<file path="src/rtl/cond_logic_if.sv">
// Decoder/FSM <-> condition stage signal bundle for the multicycle ARM core.
// master = decoder/FSM side, slave = cond_logic.
interface cond_logic_if;
   logic [3:0] Cond;
   logic [3:0] ALUFlags;
   logic [1:0] FlagW;
   logic       PCS;
   logic       NextPC;
   logic       RegW;
   logic       MemW;
   logic       IRWrite;
   logic       PCWrite;
   logic       RegWrite;
   logic       MemWrite;
   logic [3:0] Flags;
   logic       CondEx;

   modport master (
      output Cond, ALUFlags, FlagW, PCS, NextPC, RegW, MemW, IRWrite,
      input  PCWrite, RegWrite, MemWrite, Flags, CondEx
   );

   modport slave (
      input  Cond, ALUFlags, FlagW, PCS, NextPC, RegW, MemW, IRWrite,
      output PCWrite, RegWrite, MemWrite, Flags, CondEx
   );
endinterface

</file>
<file path="src/rtl/cond_logic.sv">
// NZCV flag register, condition evaluation and write-strobe gating for the multicycle ARM core.
// Define COND_PERF_CNT_EN to add the InstrCount/SquashCount performance counters.
module cond_logic #(
   parameter logic [3:0] FLAGS_RST = 4'b0000
`ifdef COND_PERF_CNT_EN
   , parameter int CNT_W = 32
`endif
) (
   input logic         clk,
   input logic         reset,
   cond_logic_if.slave bus
`ifdef COND_PERF_CNT_EN
   , output logic [CNT_W-1:0] InstrCount,
   output logic [CNT_W-1:0]   SquashCount
`endif
);

   logic [3:0] flags_reg;
   logic [3:0] flags_next;
   logic       condex_q_reg;
   logic       cond_ex;
   logic [1:0] flag_write;
   logic       n_flag;
   logic       z_flag;
   logic       c_flag;
   logic       v_flag;

   assign n_flag = flags_reg[3];
   assign z_flag = flags_reg[2];
   assign c_flag = flags_reg[1];
   assign v_flag = flags_reg[0];

   always_comb begin
      cond_ex = 1'b0;
      case (bus.Cond)
         4'b0000: cond_ex = z_flag;
         4'b0001: cond_ex = ~z_flag;
         4'b0010: cond_ex = c_flag;
         4'b0011: cond_ex = ~c_flag;
         4'b0100: cond_ex = n_flag;
         4'b0101: cond_ex = ~n_flag;
         4'b0110: cond_ex = v_flag;
         4'b0111: cond_ex = ~v_flag;
         4'b1000: cond_ex = c_flag & ~z_flag;
         4'b1001: cond_ex = ~c_flag | z_flag;
         4'b1010: cond_ex = (n_flag == v_flag);
         4'b1011: cond_ex = (n_flag != v_flag);
         4'b1100: cond_ex = ~z_flag & (n_flag == v_flag);
         4'b1101: cond_ex = z_flag | (n_flag != v_flag);
         4'b1110: cond_ex = 1'b1;
         default: cond_ex = 1'b0;
      endcase
   end

   // Fetch cycles never update flags, so an unknown Cond during fetch cannot reach the register.
   assign flag_write = bus.FlagW & {2{cond_ex & ~bus.IRWrite}};

   // Pair gi=1 holds {N,Z}, pair gi=0 holds {C,V}; each has its own write enable.
   genvar gi;
   generate
      for (gi = 0; gi < 2; gi++) begin : g_flag_pair
         assign flags_next[2*gi +: 2] = flag_write[gi] ? bus.ALUFlags[2*gi +: 2]
                                                       : flags_reg[2*gi +: 2];
      end
   endgenerate

   always_ff @(posedge clk) begin
      if (reset) begin
         flags_reg    <= FLAGS_RST;
         condex_q_reg <= 1'b0;
      end else begin
         flags_reg    <= flags_next;
         condex_q_reg <= cond_ex;
      end
   end

   // Gating uses the condition from the previous cycle, i.e. before this instruction's flag update.
   assign bus.PCWrite  = (bus.PCS & condex_q_reg) | bus.NextPC;
   assign bus.RegWrite = bus.RegW & condex_q_reg;
   assign bus.MemWrite = bus.MemW & condex_q_reg;
   assign bus.Flags    = flags_reg;
   assign bus.CondEx   = cond_ex;

`ifdef COND_PERF_CNT_EN
   logic             irq_dec_reg;
   logic [CNT_W-1:0] instr_count_reg;
   logic [CNT_W-1:0] squash_count_reg;

   always_ff @(posedge clk) begin
      if (reset) begin
         irq_dec_reg      <= 1'b0;
         instr_count_reg  <= '0;
         squash_count_reg <= '0;
      end else begin
         irq_dec_reg <= bus.IRWrite;
         if (bus.IRWrite)
            instr_count_reg <= instr_count_reg + CNT_W'(1);
         if (irq_dec_reg && !cond_ex)
            squash_count_reg <= squash_count_reg + CNT_W'(1);
      end
   end

   assign InstrCount  = instr_count_reg;
   assign SquashCount = squash_count_reg;
`else
   // No performance counters in this build.
`endif

endmodule

</file>
<file path="src/flat_wrapper.sv">
// flat-port wrapper written by rule: the top's interface ports become plain ports
module cond_logic_flat 
#(
   parameter logic [3:0] FLAGS_RST = 4'b0000

)
  (clk, reset, bus_Cond, bus_ALUFlags, bus_FlagW, bus_PCS, bus_NextPC, bus_RegW, bus_MemW, bus_IRWrite, bus_PCWrite, bus_RegWrite, bus_MemWrite, bus_Flags, bus_CondEx);
  cond_logic_if bus_i ();
  input logic clk;
  input logic reset;
  input wire logic [$bits(bus_i.Cond)-1:0] bus_Cond;
  input wire logic [$bits(bus_i.ALUFlags)-1:0] bus_ALUFlags;
  input wire logic [$bits(bus_i.FlagW)-1:0] bus_FlagW;
  input wire logic [$bits(bus_i.PCS)-1:0] bus_PCS;
  input wire logic [$bits(bus_i.NextPC)-1:0] bus_NextPC;
  input wire logic [$bits(bus_i.RegW)-1:0] bus_RegW;
  input wire logic [$bits(bus_i.MemW)-1:0] bus_MemW;
  input wire logic [$bits(bus_i.IRWrite)-1:0] bus_IRWrite;
  output wire logic [$bits(bus_i.PCWrite)-1:0] bus_PCWrite;
  output wire logic [$bits(bus_i.RegWrite)-1:0] bus_RegWrite;
  output wire logic [$bits(bus_i.MemWrite)-1:0] bus_MemWrite;
  output wire logic [$bits(bus_i.Flags)-1:0] bus_Flags;
  output wire logic [$bits(bus_i.CondEx)-1:0] bus_CondEx;
  assign bus_i.Cond = bus_Cond;
  assign bus_i.ALUFlags = bus_ALUFlags;
  assign bus_i.FlagW = bus_FlagW;
  assign bus_i.PCS = bus_PCS;
  assign bus_i.NextPC = bus_NextPC;
  assign bus_i.RegW = bus_RegW;
  assign bus_i.MemW = bus_MemW;
  assign bus_i.IRWrite = bus_IRWrite;
  assign bus_PCWrite = bus_i.PCWrite;
  assign bus_RegWrite = bus_i.RegWrite;
  assign bus_MemWrite = bus_i.MemWrite;
  assign bus_Flags = bus_i.Flags;
  assign bus_CondEx = bus_i.CondEx;
  cond_logic #(.FLAGS_RST(FLAGS_RST)) u_core (.clk(clk), .reset(reset), .bus(bus_i));
endmodule
</file>
<file path="config.mk">
export PLATFORM = sky130hd
export DESIGN_NAME = cond_logic_flat
export DESIGN_NICKNAME = d
export VERILOG_FILES = /design/src/rtl/cond_logic_if.sv /design/src/rtl/cond_logic.sv /design/src/flat_wrapper.sv
export SDC_FILE = /design/constraint.sdc
export NUM_CORES = 1
export LEC_CHECK = 0
export CAP_MARGIN = 20
export CORE_AREA = 10 10 47 49
export CTS_CLUSTER_SIZE = 8
export DETAILED_ROUTE_END_ITERATION = 10
export DIE_AREA = 0 0 57 59
export HOLD_SLACK_MARGIN = 0.15
export PLACE_DENSITY = 0.83
export SLEW_MARGIN = 20
export SYNTH_ARGS = -nofsm -noshare
export SYNTH_HDL_FRONTEND = slang
export SYNTH_SLANG_ARGS = --single-unit
</file>
<file path="constraint.sdc">
create_clock -name clk -period 4.45 [get_ports clk]
set_input_delay 1.1125 -clock clk [delete_from_list [all_inputs] [get_ports clk]]
set_output_delay 1.1125 -clock clk [all_outputs]
set_load 0.01 [all_outputs]
</file>
* Yosys cells after proc, flatten, opt, wreduce, memory -nomap -nowiden *
Index checks and enable logic that the tools add are counted.

storage, ports and cells
  register bits = 5
  bits of input ports = 17
  output and inout port bits = 8
  logic and storage cells = 36

operators by class
  eq/ne operators = 16
  multiplexer cells = 1
  bitwise logic cells = 15
  reductions and logical operators = 1

operator list
  kind                                                                   number
  4-bit equality test, second input constant                             7
  4-bit by 3-bit equality test with 1-bit output, second input constant  4
  1-bit case mux with 15 select lines                                    1
  4-bit by 2-bit equality test with 1-bit output, second input constant  2
  1-bit AND                                                              6
  1-bit NOT                                                              5
  4-bit by 1-bit equality test with 1-bit output, second input constant  1
  4-bit logical NOT                                                      1
  1-bit OR                                                               3
  2-bit AND                                                              1
  1-bit equality test                                                    1
  1-bit != test                                                          1

* Logic depth before layout (Yosys ltp) *
  word-level depth = 5
  gate-level depth with buffers = 7
  depth with buffers taken out = 6

* Worst setup path before layout *
No wires, ideal clock.

  path kind = input -> output
  from = input port bus_Cond[2]
  to = output port bus_CondEx
  data arrival time = 2.370 ns
  required time = 3.338 ns
  slack = 0.967 ns
  stages on the path = 6
  buffers on the path = 1
  cells stage by stage = buf_6 -> mux2_4 -> a21oi_2 -> o311ai_1 -> a2111oi_4 -> inv_1

on the way
  longest elaborated chain between the ends = 2
  elaborated cells between the ends (all ways) = 16
  classes of those cells = 14 x eq/ne; 1 x mux; 1 x reduce/logical

ends and longest elaborated chain
  what                                         line                text
  start, declared                              flat_wrapper.sv:11  input wire logic [$bits(bus_i.Cond)-1:0] bus_Cond;
  4-bit equality test (tied with other cells)  cond_logic.sv:35    case (bus.Cond)
  1-bit case mux with 15 select lines *        cond_logic.sv:35
  end, declared                                flat_wrapper.sv:23  output wire logic [$bits(bus_i.CondEx)-1:0] bus_CondEx;

Every way passes the cells marked *; elsewhere a longest branch is shown, timed or not.

* Final worst setup path *
  from = input port bus_Cond[3]
  to = output port bus_CondEx

The elaborated chain is that of the path after synthesis.

==> flow_summary.ini <==
[place]
gp_congestion = 0.7275
place_area_sq_um = 743.2
port-buffer-count = 24
dp_hpwl_um = 1182

[outcome]
outcome = finished clean

[timing]
hold_violations = 0
tightest_slew_ns = 0.4456
slew_headroom_pct = 69.82
timing.final.crit_period_ns = 4.254
fmax_mhz = 235.1
holdWs_ns = 0.6142
tns_ns = 0
setup_viol = 0
finalMaxSlewViolations = 0
fin_crit_sh_pct = 95.59
finClkSkew_ns = 0.006203
rsz0062_at_grt = no

[floorplanning]
fp.dieH_um = 59
rows = 14
core_sq_um = 1401
die_area_sq_um = 3363
die_w_um = 57
boundaryPins = 25
start_util_pct = 34.73

[cells_and_area]
seq_area_sq_um = 100.1
multiInputGateArea_sq_um = 364.1
design_area_sq_um = 774.5
fillers = 139
drive_gt1_share_pct = 13.10
largest_reg_flops = 4
final_nets = 102
diodes = 0
area_growth_pct = 59.13

[pwr]
power.density_nw_per_um2 = 212.6
p_comb_share_pct = 35.1
leakage_nw = 0.2982
p_int_mw = 0.1174
ir_drop_mv = 0.1387
p_clk_share_pct = 33.8
p_sw_share_pct = 28.72
seqPwrFrac_pct = 31.0
switchingPower_mw = 0.04729

[clock_network]
hold_buffers = 0
clkTransAtPathRegs_ns = 0.04
clk_latency_ns = 0.26
htreeDepth = 1
cts_tree = built
cts_buffers = 3
cts_root_buffer = clkbuf_4
clock-sinks = 5
clk_path_buf_depth = 2

[routing]
viasPerCell = 5.100
drt_pass1_iterations = 4
ant_nets = 0
drc = 0
drt_iter0_drc = 8
routed_wl_um = 1436
vias = 510
wire_per_inst_um = 14.36

[synth]
ys_types = 31
synthCells = 56
synth_fp_nets = 73
ys_seq_area_share_pct = 20.57
ys_warn_count = 0
synthesis.area_sq_um = 486.7
ys_ff_latch = 5
syn_avg_cell_area_sq_um = 8.691

[global_route]
grt_first_pass_wirelength_um = 2339
grt_remaining_overflow = 0
grt_usage_pct = 8.737
antenna_found_initial = 0
grt_max_degree = 11
grt_pass1_vias = 542

[critical_path]
crit_required_ns = 3.34
startpoint = bus_Cond[3]
setup.worst_path.end_class = output pin
worst-setup-path-type = input pin to output pin
path_max_fanout = 8
rr_startpoint = u_core.bus.Flags[0]
cp-start-kind = input pin
arrival_ns = 3.14

[min_path]
min-delay-start = u_core.bus.Flags[1]
hp-class = flip-flop to flip-flop

[job]
timing.max_cap.violations = 0
-- power groups by stage --
stage               sequential (mW)  clock, mW  combinational (mW)
finish                       0.0511     0.0557              0.0579
global route                 0.0516     0.0572              0.0624
CTS                          0.0512     0.0554              0.0584
detailed placement           0.0519          0              0.0581
global placement             0.0518          0              0.0569
floorplan                    0.0518          0              0.0275
-- metal layers --
metal	GRT usage, %	routed length (um)
met3	4.721	132
met5	0	0
met2	15.97	743
met1	7.738	539
met4	4.027	21
-- logic make-up after synthesis --
group / count (synthesis) / synth area share (%)
XOR/XNOR: 2 / 3.600
AND/OR/NAND/NOR: 29 / 38.56
buffers and inverters: 3 / 4.627
flip-flops: 5 / 20.57
multiplexers: 5 / 11.31
AO/OA/AOI/OAI: 12 / 21.34
-- layout by cell type (no fill, tap or decap), drive strengths merged, types with 2 or more instances in the layout --
cell type	count
nor3	2
and2	3
o21ai	3
clkdlybuf4s50	22
dlymetal6s2s	2
nor3b	3
nor2b	2
nand2b	6
nand2	2
or2b	3
a21oi	2
dfxtp	5
nor2	4
mux2i	4
clkbuf	4
buf	2
-- through the flow --
stage / worst slack [ns] / std cells / utilization (%) / power [mW]
6_report: 0.1963 / 100 / 55.27 / 0.1647
3_5_place_dp: 0.06539 / 96 / 53.04 / 0.1100
4_1_cts: 0.05326 / 100 / 54.91 / 0.1650
5_1_grt: 0.05686 / 100 / 55.27 / 0.1712
2_1_floorplan: 0.9673 / 56 / - / 0.07933
3_3_place_gp: 0.1037 / 96 / 53.04 / 0.1087
-- cells in the mapped netlist --
| library cell | number | area, sq um |
|---|---|---|
| buf_4 | 1 | 7.510 |
| o311ai_1 | 1 | 8.760 |
| a2111oi_4 | 1 | 27.53 |
| buf_6 | 1 | 11.26 |
| inv_1 | 1 | 3.750 |
| nor4b_1 | 1 | 8.760 |
| nand3_1 | 1 | 5.000 |
| nor3b_1 | 1 | 7.510 |
| nand2_1 | 2 | 7.510 |
| nor3b_2 | 2 | 25.02 |
| a21o_1 | 1 | 7.510 |
| and2_1 | 3 | 18.77 |
| o21a_1 | 1 | 7.510 |
| mux2_4 | 1 | 15.01 |
| a21oi_2 | 1 | 8.760 |
| a32oi_1 | 1 | 8.760 |
| mux2i_1 | 4 | 40.04 |
| o21ai_0 | 3 | 15.01 |
| nand2b_1 | 6 | 37.54 |
| nor2b_1 | 2 | 12.51 |
| nor2_1 | 4 | 15.01 |
| a21oi_1 | 1 | 5.000 |
| xnor2_1 | 1 | 8.760 |
| o211ai_1 | 1 | 7.510 |
| dfxtp_1 | 5 | 100.1 |
| nor3_1 | 2 | 10.01 |
| a22oi_1 | 1 | 7.510 |
| and2b_1 | 1 | 7.510 |
| and3b_2 | 1 | 10.01 |
| or2b_1 | 3 | 22.52 |
| xor2_1 | 1 | 8.760 |
-- final cells by class --
cell class	count	share of cell area (%)
Multi-Input combinational cell	48	47.01
Sequential cell	5	12.92
Tap cell	16	2.585
Inverter	1	0.4847
Clock buffer	4	3.393
Timing Repair Buffer	26	33.60
-- what timing repair did --
action / CTS / global route
buffers inserted: 0 / 0
gates resized for setup: 0 / 2
endpoints found under the setup margin: 0 / 1
endpoints found under the hold margin: 0 / 0
-- path summary, 6_finish.rpt --
check,cells after the start,slack (ns),to
max reg2reg,7,2.44,u_core.bus.Flags[0]
min reg2reg,2,0.61,u_core.bus.Flags[1]
max,7,0.20,bus_CondEx
min,2,0.61,u_core.bus.Flags[1]
-- critical path: stages --
cell	delay [ns]
clkdlybuf4s50_1	0.54
and3b_2	0.27
o21ai_0	0.16
o211ai_1	0.16
a2111oi_4	0.34
inv_1	0.07
clkdlybuf4s50_1	0.49
Power figures use the tool's default switching activity.
